--- src/rtl/alu_pkg.sv ---
`default_nettype none
// ============================================================================
// Module      : alu_pkg
// Description : Shared definitions for the multi-cycle ALU. It provides the
//               opcode encodings, the FSM state encodings and the helpers that
//               classify opcodes.
//               Optional feature macro: ALU_SIGNED_DIV_EN (signed DIV/REM).
// Revision    : 1.0 - initial release
// ============================================================================
package alu_pkg;

  // Opcode encodings
  localparam logic [3:0] ALU_ADD   = 4'b0000;
  localparam logic [3:0] ALU_OR    = 4'b0001;
  localparam logic [3:0] ALU_SLL   = 4'b0010;
  localparam logic [3:0] ALU_SRL   = 4'b0011;
  localparam logic [3:0] ALU_SUB   = 4'b0100;
  localparam logic [3:0] ALU_AND   = 4'b0101;
  localparam logic [3:0] ALU_XOR   = 4'b0110;
  localparam logic [3:0] ALU_SRA   = 4'b0111;
  localparam logic [3:0] ALU_SLT   = 4'b1000;
  localparam logic [3:0] ALU_SLTU  = 4'b1001;
  localparam logic [3:0] ALU_MUL   = 4'b1010;
  localparam logic [3:0] ALU_MULHU = 4'b1011;
  localparam logic [3:0] ALU_DIVU  = 4'b1100;
  localparam logic [3:0] ALU_REMU  = 4'b1101;
  localparam logic [3:0] ALU_DIV   = 4'b1110;
  localparam logic [3:0] ALU_REM   = 4'b1111;

  // FSM state encodings
  localparam logic [1:0] IDLE = 2'd0;
  localparam logic [1:0] CALC = 2'd1;
  localparam logic [1:0] FIN  = 2'd2;

  // Opcodes that normally run through the bit-serial mul/div datapath
  function automatic logic is_iterative(input logic [3:0] op);
    logic iter;
    case (op)
      ALU_MUL, ALU_MULHU, ALU_DIVU, ALU_REMU: iter = 1'b1;
`ifdef ALU_SIGNED_DIV_EN
      ALU_DIV, ALU_REM:                       iter = 1'b1;
`endif
      default:                                iter = 1'b0;
    endcase
    return iter;
  endfunction

  // Opcodes whose divide-by-zero case bypasses the iterative datapath
  function automatic logic is_divide(input logic [3:0] op);
    logic div;
    case (op)
      ALU_DIVU, ALU_REMU: div = 1'b1;
`ifdef ALU_SIGNED_DIV_EN
      ALU_DIV, ALU_REM:   div = 1'b1;
`endif
      default:            div = 1'b0;
    endcase
    return div;
  endfunction

endpackage : alu_pkg
`default_nettype wire

--- src/rtl/alu_muldiv_core.sv ---
`default_nettype none
// ============================================================================
// Module      : alu_muldiv_core
// Description : Bit-serial datapath that handles one bit per step. It performs
//               a shift-add multiply into a 2*WIDTH accumulator and a
//               restoring divide with quotient and remainder registers.
//               Optional feature macro: ALU_SIGNED_DIV_EN adds the sign
//               fix-up needed for signed DIV/REM.
// Revision    : 1.0 - initial release
// ============================================================================
module alu_muldiv_core
  import alu_pkg::*;
#(
  parameter int WIDTH = 32
) (
  input  logic             clk,
  input  logic             reset,     // asynchronous, active-low
  input  logic             load,      // capture operands, arm the counter
  input  logic             step,      // perform one iteration
  input  logic [3:0]       op,
  input  logic [WIDTH-1:0] a,
  input  logic [WIDTH-1:0] b,
  output logic             last,      // the current step is the final one
  output logic [WIDTH-1:0] result
);

  localparam int CW = $clog2(WIDTH);

  logic [CW-1:0]        cnt;
  logic [3:0]           op_q;
  logic [2*WIDTH-1:0]   acc;
  logic [WIDTH-1:0]     mcand;
  logic [WIDTH-1:0]     divisor;
  logic [WIDTH-1:0]     rem;
  logic [WIDTH-1:0]     quo;
  logic [WIDTH-1:0]     a_mag;
  logic [WIDTH-1:0]     b_mag;
  logic [WIDTH:0]       add_sum;
  logic [WIDTH:0]       shifted;
  logic [WIDTH:0]       diff;

`ifdef ALU_SIGNED_DIV_EN
  logic is_signed;
  logic neg_q;
  logic neg_r;

  // The divider works on magnitudes, so signed operands are made positive
  assign is_signed = (op == ALU_DIV) || (op == ALU_REM);
  assign a_mag     = (is_signed && a[WIDTH-1]) ? (~a + 1'b1) : a;
  assign b_mag     = (is_signed && b[WIDTH-1]) ? (~b + 1'b1) : b;

  // Remember which results need negating once the magnitudes are done
  always_ff @(posedge clk or negedge reset) begin
    if (!reset) begin
      neg_q <= 1'b0;
      neg_r <= 1'b0;
    end else if (load) begin
      neg_q <= is_signed && (a[WIDTH-1] ^ b[WIDTH-1]);
      neg_r <= is_signed && a[WIDTH-1];
    end
  end
`else
  assign a_mag = a;
  assign b_mag = b;
`endif

  // The multiply adds the multiplicand into the upper half when the LSB is set
  assign add_sum = {1'b0, acc[2*WIDTH-1:WIDTH]} + {1'b0, (acc[0] ? mcand : {WIDTH{1'b0}})};
  // A trial subtract whose top bit is the borrow (restore when it is set)
  assign shifted = {rem, quo[WIDTH-1]};
  assign diff    = shifted - {1'b0, divisor};

  assign last = (cnt == '0);

  // Iteration state: both datapaths advance together and the FSM picks the result
  always_ff @(posedge clk or negedge reset) begin
    if (!reset) begin
      cnt     <= '0;
      op_q    <= 4'b0000;
      acc     <= '0;
      mcand   <= '0;
      divisor <= '0;
      rem     <= '0;
      quo     <= '0;
    end else if (load) begin
      cnt     <= CW'(WIDTH - 1);
      op_q    <= op;
      acc     <= {{WIDTH{1'b0}}, a};
      mcand   <= b;
      divisor <= b_mag;
      rem     <= '0;
      quo     <= a_mag;
    end else if (step) begin
      if (cnt != '0) begin
        cnt <= cnt - CW'(1);
      end
      acc <= {add_sum, acc[WIDTH-1:1]};
      if (!diff[WIDTH]) begin
        rem <= diff[WIDTH-1:0];
        quo <= {quo[WIDTH-2:0], 1'b1};
      end else begin
        rem <= shifted[WIDTH-1:0];
        quo <= {quo[WIDTH-2:0], 1'b0};
      end
    end
  end

  // Result selection per latched opcode, including the sign restore
  always_comb begin
    result = '0;
    case (op_q)
      ALU_MUL:   result = acc[WIDTH-1:0];
      ALU_MULHU: result = acc[2*WIDTH-1:WIDTH];
      ALU_DIVU:  result = quo;
      ALU_REMU:  result = rem;
`ifdef ALU_SIGNED_DIV_EN
      ALU_DIV:   result = neg_q ? (~quo + 1'b1) : quo;
      ALU_REM:   result = neg_r ? (~rem + 1'b1) : rem;
`endif
      default:   result = '0;
    endcase
  end

endmodule : alu_muldiv_core
`default_nettype wire

--- src/rtl/alu_multicycle.sv ---
`default_nettype none
// ============================================================================
// Module      : alu_multicycle
// Description : WIDTH-bit integer ALU with a start/busy/done handshake. It
//               completes single-cycle ops in one step. MUL/MULHU/DIVU/REMU
//               use the bit-serial core. The result and zero flag are
//               registered.
//               Optional feature macro: ALU_SIGNED_DIV_EN (opcodes 1110/1111
//               become signed DIV/REM; otherwise they return 0).
// Revision    : 1.0 - initial release
// ============================================================================
module alu_multicycle
  import alu_pkg::*;
#(
  parameter int WIDTH = 32
) (
  input  logic             clk,
  input  logic             reset,            // asynchronous, active-low
  input  logic             start_i,
  input  logic [3:0]       ALU_Operation_i,
  input  logic [WIDTH-1:0] A_i,
  input  logic [WIDTH-1:0] B_i,
  output logic             busy_o,
  output logic             done_o,
  output logic [WIDTH-1:0] ALU_Result_o,
  output logic             Zero_o
);

  localparam int SHW = $clog2(WIDTH);
  localparam logic [WIDTH-1:0] MIN_VAL = {1'b1, {(WIDTH-1){1'b0}}};

  logic [1:0]       state;
  logic [3:0]       op_q;
  logic [WIDTH-1:0] a_q;
  logic [WIDTH-1:0] b_q;
  logic             use_core;
  logic             accept;
  logic             go_core;
  logic             special;
  logic             core_last;
  logic [WIDTH-1:0] core_result;
  logic [WIDTH-1:0] comb_result;
  logic [WIDTH-1:0] fin_result;
  logic [SHW-1:0]   shamt;

  assign busy_o = (state != IDLE);
  // A request is ignored while an op is in flight and in the done_o cycle
  assign accept = start_i && !busy_o && !done_o;

`ifdef ALU_SIGNED_DIV_EN
  // Divide-by-zero and MIN/-1 are settled without iterating
  assign special = (is_divide(ALU_Operation_i) && (B_i == '0)) ||
                   (((ALU_Operation_i == ALU_DIV) || (ALU_Operation_i == ALU_REM)) &&
                    (A_i == MIN_VAL) && (B_i == '1));
`else
  // Divide-by-zero is settled without iterating
  assign special = is_divide(ALU_Operation_i) && (B_i == '0);
`endif

  assign go_core = is_iterative(ALU_Operation_i) && !special;

  alu_muldiv_core #(
    .WIDTH (WIDTH)
  ) u_core (
    .clk    (clk),
    .reset  (reset),
    .load   (accept && go_core),
    .step   (state == CALC),
    .op     (ALU_Operation_i),
    .a      (A_i),
    .b      (B_i),
    .last   (core_last),
    .result (core_result)
  );

  // Capture the request so the single-cycle path works from stable operands
  always_ff @(posedge clk or negedge reset) begin
    if (!reset) begin
      op_q     <= 4'b0000;
      a_q      <= '0;
      b_q      <= '0;
      use_core <= 1'b0;
    end else if (accept) begin
      op_q     <= ALU_Operation_i;
      a_q      <= A_i;
      b_q      <= B_i;
      use_core <= go_core;
    end
  end

  assign shamt = b_q[SHW-1:0];

  // Single-cycle ops and the non-iterating divide corner cases
  always_comb begin
    comb_result = '0;
    case (op_q)
      ALU_ADD:  comb_result = a_q + b_q;
      ALU_OR:   comb_result = a_q | b_q;
      ALU_SLL:  comb_result = a_q << shamt;
      ALU_SRL:  comb_result = a_q >> shamt;
      ALU_SUB:  comb_result = a_q - b_q;
      ALU_AND:  comb_result = a_q & b_q;
      ALU_XOR:  comb_result = a_q ^ b_q;
      ALU_SRA:  comb_result = $signed(a_q) >>> shamt;
      ALU_SLT:  comb_result = {{(WIDTH-1){1'b0}}, ($signed(a_q) < $signed(b_q))};
      ALU_SLTU: comb_result = {{(WIDTH-1){1'b0}}, (a_q < b_q)};
      ALU_DIVU: comb_result = '1;                    // only reached for divisor 0
      ALU_REMU: comb_result = a_q;                   // only reached for divisor 0
`ifdef ALU_SIGNED_DIV_EN
      ALU_DIV:  comb_result = (b_q == '0) ? '1  : MIN_VAL;   // /0 or MIN/-1
      ALU_REM:  comb_result = (b_q == '0) ? a_q : '0;        // /0 or MIN/-1
`endif
      default:  comb_result = '0;
    endcase
  end

  assign fin_result = use_core ? core_result : comb_result;

  // Control FSM: IDLE -> (CALC) -> FIN -> IDLE
  always_ff @(posedge clk or negedge reset) begin
    if (!reset) begin
      state <= IDLE;
    end else begin
      case (state)
        IDLE:    if (accept) state <= go_core ? CALC : FIN;
        CALC:    if (core_last) state <= FIN;
        FIN:     state <= IDLE;
        default: state <= IDLE;
      endcase
    end
  end

  // Result, zero flag and done pulse load together when leaving FIN
  always_ff @(posedge clk or negedge reset) begin
    if (!reset) begin
      done_o       <= 1'b0;
      ALU_Result_o <= '0;
      Zero_o       <= 1'b1;
    end else if (state == FIN) begin
      done_o       <= 1'b1;
      ALU_Result_o <= fin_result;
      Zero_o       <= (fin_result == '0);
    end else begin
      done_o       <= 1'b0;
    end
  end

endmodule : alu_multicycle
`default_nettype wire

--- config.mk ---
export PLATFORM = sky130hd
export DESIGN_NAME = alu_multicycle
export DESIGN_NICKNAME = d
export VERILOG_FILES = /design/src/rtl/alu_pkg.sv /design/src/rtl/alu_muldiv_core.sv /design/src/rtl/alu_multicycle.sv
export SDC_FILE = /design/constraint.sdc
export NUM_CORES = 1
export LEC_CHECK = 0
export CAP_MARGIN = 20
export CORE_UTILIZATION = 42
export DETAILED_ROUTE_END_ITERATION = 10
export PLACE_DENSITY = 0.58
export SLEW_MARGIN = 20
export SYNTH_ARGS = -nofsm -noshare
export SYNTH_HDL_FRONTEND = slang
export SYNTH_HIERARCHICAL = 1
export SYNTH_SLANG_ARGS = --single-unit
--- constraint.sdc ---
create_clock -name clk -period 5.6 [get_ports clk]
set_input_delay 0.56 -clock clk [delete_from_list [all_inputs] [get_ports clk]]
set_output_delay 0.56 -clock clk [all_outputs]
set_load 0.01 [all_outputs]
# Yosys cells after proc, flatten, opt, wreduce, memory -nomap -nowiden

Index checks and enable logic that the tools add are counted.

Add/subtract/negate cells: 5
Order comparisons: 2
Equal/unequal tests: 23
Shifts and indexed selects: 3
Mux-type cells: 22
Bitwise operators: 3
Reductions and logical operators: 21

Operators with widths:

| operator                                                         | number |
|---|---|
| 32-bit case mux with 12 select lines                             | 1 |
| 32-bit 2-to-1 mux                                                | 7 |
| 64-bit 2-to-1 mux                                                | 2 |
| 32-bit case mux with 4 select lines                              | 1 |
| 32-bit zero test                                                 | 2 |
| 32-bit less-than comparator                                      | 2 |
| 4-bit == test (second input constant)                            | 12 |
| 32-bit by 32-bit adder with 33-bit output                        | 1 |
| 33-bit by 32-bit subtractor with 33-bit output                   | 1 |
| 32-bit adder                                                     | 1 |
| 32-bit AND                                                       | 1 |
| 32-bit bitwise OR                                                | 1 |
| 32-bit by 5-bit left shift with 32-bit output                    | 1 |
| 32-bit by 5-bit right shift with 32-bit output                   | 1 |
| 32-bit by 5-bit >>> shifter with 32-bit output                   | 1 |
| 32-bit subtractor                                                | 1 |
| 32-bit XOR                                                       | 1 |
| 4-bit by 3-bit == test with 1-bit output (second input constant) | 4 |
| 5-bit 2-to-1 mux                                                 | 3 |
| 4-bit by 2-bit == test with 1-bit output (second input constant) | 2 |
| 2-bit 2-to-1 mux                                                 | 3 |
| 2-bit nonzero test                                               | 3 |
| 1-bit logical AND                                                | 5 |
| 5-bit zero test                                                  | 1 |
| other kinds (14)                                                 | 21 |

Register bits after elaboration: 274
Output and inout bits: 35
Logic and storage cells: 93

# Longest topological paths before layout

Depth after elaboration: 9
Gate-level depth with buffers: 18

# Cells and area by module

Netlist, hierarchy kept.

Modules (own cells, without submodules):

| module          | instances | cells an instance | area an instance (µm²) | seq. area each (µm²) |
|---|---|---|---|---|
| alu_multicycle  | 1         | 1932              | 14591.5                | 2628.8 |
| alu_muldiv_core | 1         | 1267              | 11350.9                | 4229.1 |

# Worst setup path after synthesis

No wires, ideal clock.

Path kind: register -> register
From: reg b_q[3]
To: reg Zero_o
Arrival time: 4.654 ns
Setup slack: 0.849 ns
Cell stages (with the launch flop): 19
Path buffers: 5
Cell sequence: dfrtp_1 -> clkbuf_1 -> clkbuf_1 -> inv_1 -> clkbuf_1 -> clkbuf_1 -> ha_1 -> clkbuf_1 -> nor2b_1 -> a2111o_1 -> a2111oi_4 -> o31ai_2 -> a211oi_2 -> o21ai_1 -> or4b_1 -> a222oi_1 -> and4_1 -> o2111ai_1 -> o41ai_2

Longest elaborated chain between the ends: 4
Elaborated cells between the ends (all ways): 13

RTL lines:

| item                                      | line                  | text |
|---|---|---|
| start, declared                           | alu_multicycle.sv:35  | `logic [WIDTH-1:0] b_q;` |
| start signal, assigned                    | alu_multicycle.sv:86  | `b_q <= B_i;` |
| 32-bit subtractor (tied with other cells) | alu_multicycle.sv:101 | `ALU_SUB: comb_result = a_q - b_q;` |
| 32-bit case mux with 12 select lines *    | alu_multicycle.sv:96  | `case (op_q)` |
| 32-bit 2-to-1 mux *                       | alu_multicycle.sv:117 | `assign fin_result = use_core ? core_result : comb_result;` |
| 32-bit zero test *                        | alu_multicycle.sv:142 | `Zero_o <= (fin_result == '0);` |
| end signal, assigned                      | alu_multicycle.sv:142 |  |
| end, declared                             | alu_multicycle.sv:26  | `output logic Zero_o` |

Every way passes the cells marked *; elsewhere a longest branch is shown, timed or not.
A chain may end at the register's enable or synchronous reset.

# Worst setup path after layout

From: reg b_q[2]
To: reg Zero_o

Same word-level chain as after synthesis.

==> results.sh <==
export IMPL_hold_viol=0
export IMPL_synth_async_sr_flop_share_pct=100
export IMPL_wl_mm=130
export IMPL_ios=106
export IMPL_fin_crit_ns=5.29
export IMPL_antenna_found_initial=2
export IMPL_grt_pass1_vias=26300
export IMPL_required_ns=6.08
export IMPL_tns_ns=0
export IMPL_htreeDepth=2
export IMPL_area_growth_syn_to_layout_pct=13.0
export IMPL_nets=3475
export IMPL_ant_nets=0
export IMPL_grt_busiest_layer="met2"
export IMPL_core_area_um2=60700
export IMPL_grt_pass1_wl_mm=187
export IMPL_dr_pass1_iters=6
export IMPL_synth_top_flop_cell="dfrtp_1"
export IMPL_cts_root_buf="clkbuf_16"
export IMPL_cp_slowest_cell="a211oi_1"
export IMPL_vias=27500
export IMPL_num_rows=90
export IMPL_start_kind="flop"
export IMPL_cap_violations=0
export IMPL_worstMarginPinSlew_ns=1.04
export IMPL_clk_latency_ns=0.58
export IMPL_crit_arrival_ns=5.77
export IMPL_wl_per_cell_um=32.2
export IMPL_critPathMaxStageDelay_ns=0.81
export IMPL_rsz0062_at_grt="no"
export IMPL_maxSlewViolCount=0
export IMPL_min_period_over_period_pct=94.5
export IMPL_fillers=5949
export IMPL_cts_made_buffers=37
export IMPL_yosysSeqAreaShare_pct=26.4
export IMPL_drive_gt1_share_pct=9.94
export IMPL_regArea_um2=6860
export IMPL_ys_warn_count=6
export IMPL_clock_skew_ns=0.0264
export IMPL_avgViaCountPerCell=6.80
export IMPL_critical_path_top_delay_family="compound AO/OA/AOI/OAI gates"
export IMPL_max_slew_margin_pct=29.6
export IMPL_start_util_pct=42.7
export IMPL_die_x_um=251
export IMPL_syn_area_per_cell_um2=8.11
export IMPL_gr_total_overflow=0
export IMPL_worstSetupPathType="flop to flop"
export IMPL_setup_viol_count_final=0
export IMPL_grtUsageTotal_pct=40.7
export IMPL_grt_max_degree=158
export IMPL_met1_usage_pct=54.9
export IMPL_cp_max_fo=39
export IMPL_fmax_mhz=189
export IMPL_synth_top_area_share_pct=26.3
export IMPL_detailed_place_hpwl_mm=101
export IMPL_ys_ff_latch=274
export IMPL_portBuffers=105
export IMPL_synth_top_cell_by_area="dfrtp_1"
export IMPL_synth_area_top_cells="dfrtp_1, ha_1, a21oi_1"
export IMPL_synthCells=3199
export IMPL_crit_buf_inv=2
export IMPL_die_h_um=251
export IMPL_cts_sinks=274
export IMPL_hp_class="flop to flop"
export IMPL_cts_clk_slew_worst_paths_ns=0.06
export IMPL_path_cells="buf_4 -> mux4_2 -> mux2i_1 -> o21ai_1 -> nand2_1 -> a211oi_1 -> a211oi_1 -> and4b_1 -> nand4_1 -> nor4bb_1 -> buf_4 -> o2111ai_1 -> o41ai_2"
export IMPL_status="complete, no violations"
export IMPL_grtUsageMet3_pct=8.32
export IMPL_cts_tree="yes"
export IMPL_cts_buffer_depth=3
export IMPL_netlist_area_um2=25900
export IMPL_synth_edff_count=0
export IMPL_drt_iter0_drc=3514
export IMPL_setup_worst_path_end_class="flop"
export IMPL_synthDistinctLibCells=104
export IMPL_place_congestion=1.11
export IMPL_multi_input_area_um2=17600
export IMPL_grtUsageMet2_pct=62.5
export IMPL_drc=0
export IMPL_synth_fp_nets=3443
export IMPL_die_area_um2=62800
export IMPL_ctsResizeCount=0
## sequential cells by signal, indices dropped and copies added (netlist names)
register / flops
ALU_Result_o: 32
Zero_o: 1
a_q: 32
b_q: 32
done_o: 1
op_q: 4
state: 2
u_core/acc: 64
u_core/cnt: 5
u_core/divisor: 32
u_core/op_q: 4
u_core/quo: 32
u_core/rem: 32
use_core: 1
## worst reg2reg max path, stage by stage (launching register included)
cell and delay (ns):
dfrtp_2 0.59, buf_4 0.52, mux4_2 0.68, mux2i_1 0.31
o21ai_1 0.17, nand2_1 0.22, a211oi_1 0.12, a211oi_1 0.81
and4b_1 0.35, nand4_1 0.17, nor4bb_1 0.61, buf_4 0.20
o2111ai_1 0.12, o41ai_2 0.33
## layout by cell type (no fill, tap or decap), types with 46 or more instances in the layout
master and instances:
nor2_1 233, nand3_1 56, ha_1 169, and2_1 46
mux2i_1 135, nor3_1 59, buf_4 115, nand2_1 364
clkdlybuf4s50_1 104, o21ai_0 210, a21oi_1 282, inv_1 154
xnor2_1 48, dfrtp_1 270
## synth_stat cells, types with 30 or more instances
master / number
o22ai_1: 41
clkbuf_1: 167
xnor2_1: 48
nand3_1: 56
a22oi_1: 30
mux2i_1: 135
nor3_1: 62
a31oi_1: 38
a22o_1: 43
nand2_1: 364
ha_1: 169
buf_1: 30
and2_1: 46
a21o_1: 43
inv_1: 154
nand2b_1: 33
a21oi_1: 282
mux4_2: 39
a221o_1: 39
a211oi_1: 41
o21ai_0: 210
dfrtp_1: 273
o211ai_1: 42
nor2_1: 236
## repair_timing
action,CTS,global route
endpoints found under the hold margin,54,0
hold buffers,1,0
buffers inserted,0,0
## per-layer routing
layer / vias up / share of wire, %
met2: 1606 / 43
met3: 309 / 9.6
met5: - / 0
met1: 13700 / 42
met4: 0 / 5.3
li1: 11900 / -
## stage by stage
| stage | setup WS (ns) | std cells | hold slack, ns | util (%) | cell area [µm²] |
|---|---|---|---|---|---|
| 2_1_floorplan | 0.849 | 3199 | 0.264 | - | 25900 |
| 3_3_place_gp | 0.370 | 3973 | 0.464 | 46.2 | 28100 |
| 3_5_place_dp | 0.417 | 3973 | 0.467 | 46.2 | 28100 |
| 4_1_cts | 0.432 | 4040 | 0.482 | 48.3 | 29300 |
| 5_1_grt | 0.324 | 4040 | 0.506 | 48.3 | 29300 |
| 6_report | 0.309 | 4041 | 0.472 | 48.3 | 29300 |
## cell type report
| class | instances | share of cell area, % |
|---|---|---|
| tap | 782 | 3.34 |
| clock buffer | 48 | 3.58 |
| antenna | 1 | 0.00853 |
| clock inverter | 18 | 0.708 |
| timing repair buffer | 225 | 6.85 |
| sequential | 274 | 23.4 |
| multi-input combinational | 2529 | 60.0 |
| inverter | 164 | 2.10 |
## logic make-up after synthesis
| logic type | Yosys count | share of synthesized area (%) |
|---|---|---|
| muxes | 225 | 10.8 |
| DFF | 274 | 26.4 |
| xor gates and xnor gates | 70 | 2.46 |
| adders and majority gates | 173 | 8.46 |
| AOI/OAI and AO/OA | 1073 | 27.7 |
| buffers and inverters | 396 | 6.10 |
| and+or+nand+nor | 988 | 18.0 |
## final timing paths
kind	start	to	slack, ns	cells past startpoint
max reg2reg	b_q[2]$_DFFE_PN0P_	Zero_o$_DFFE_PN1P_	0.31	13
min in group asynchronous	reset	b_q[6]$_DFFE_PN0P_	0.53	2
min reg2reg	ALU_Result_o[2]$_DFFE_PN0P_	ALU_Result_o[2]$_DFFE_PN0P_	0.47	2
max in group asynchronous	reset	u_core/acc[40]$_DFFE_PN0P_	3.81	3
min	ALU_Result_o[2]$_DFFE_PN0P_	ALU_Result_o[2]$_DFFE_PN0P_	0.47	2
max	b_q[2]$_DFFE_PN0P_	Zero_o$_DFFE_PN1P_	0.31	13
Power is not shown: default switching activity piles up to over one toggle a cycle in this logic, so the estimate is an artifact.
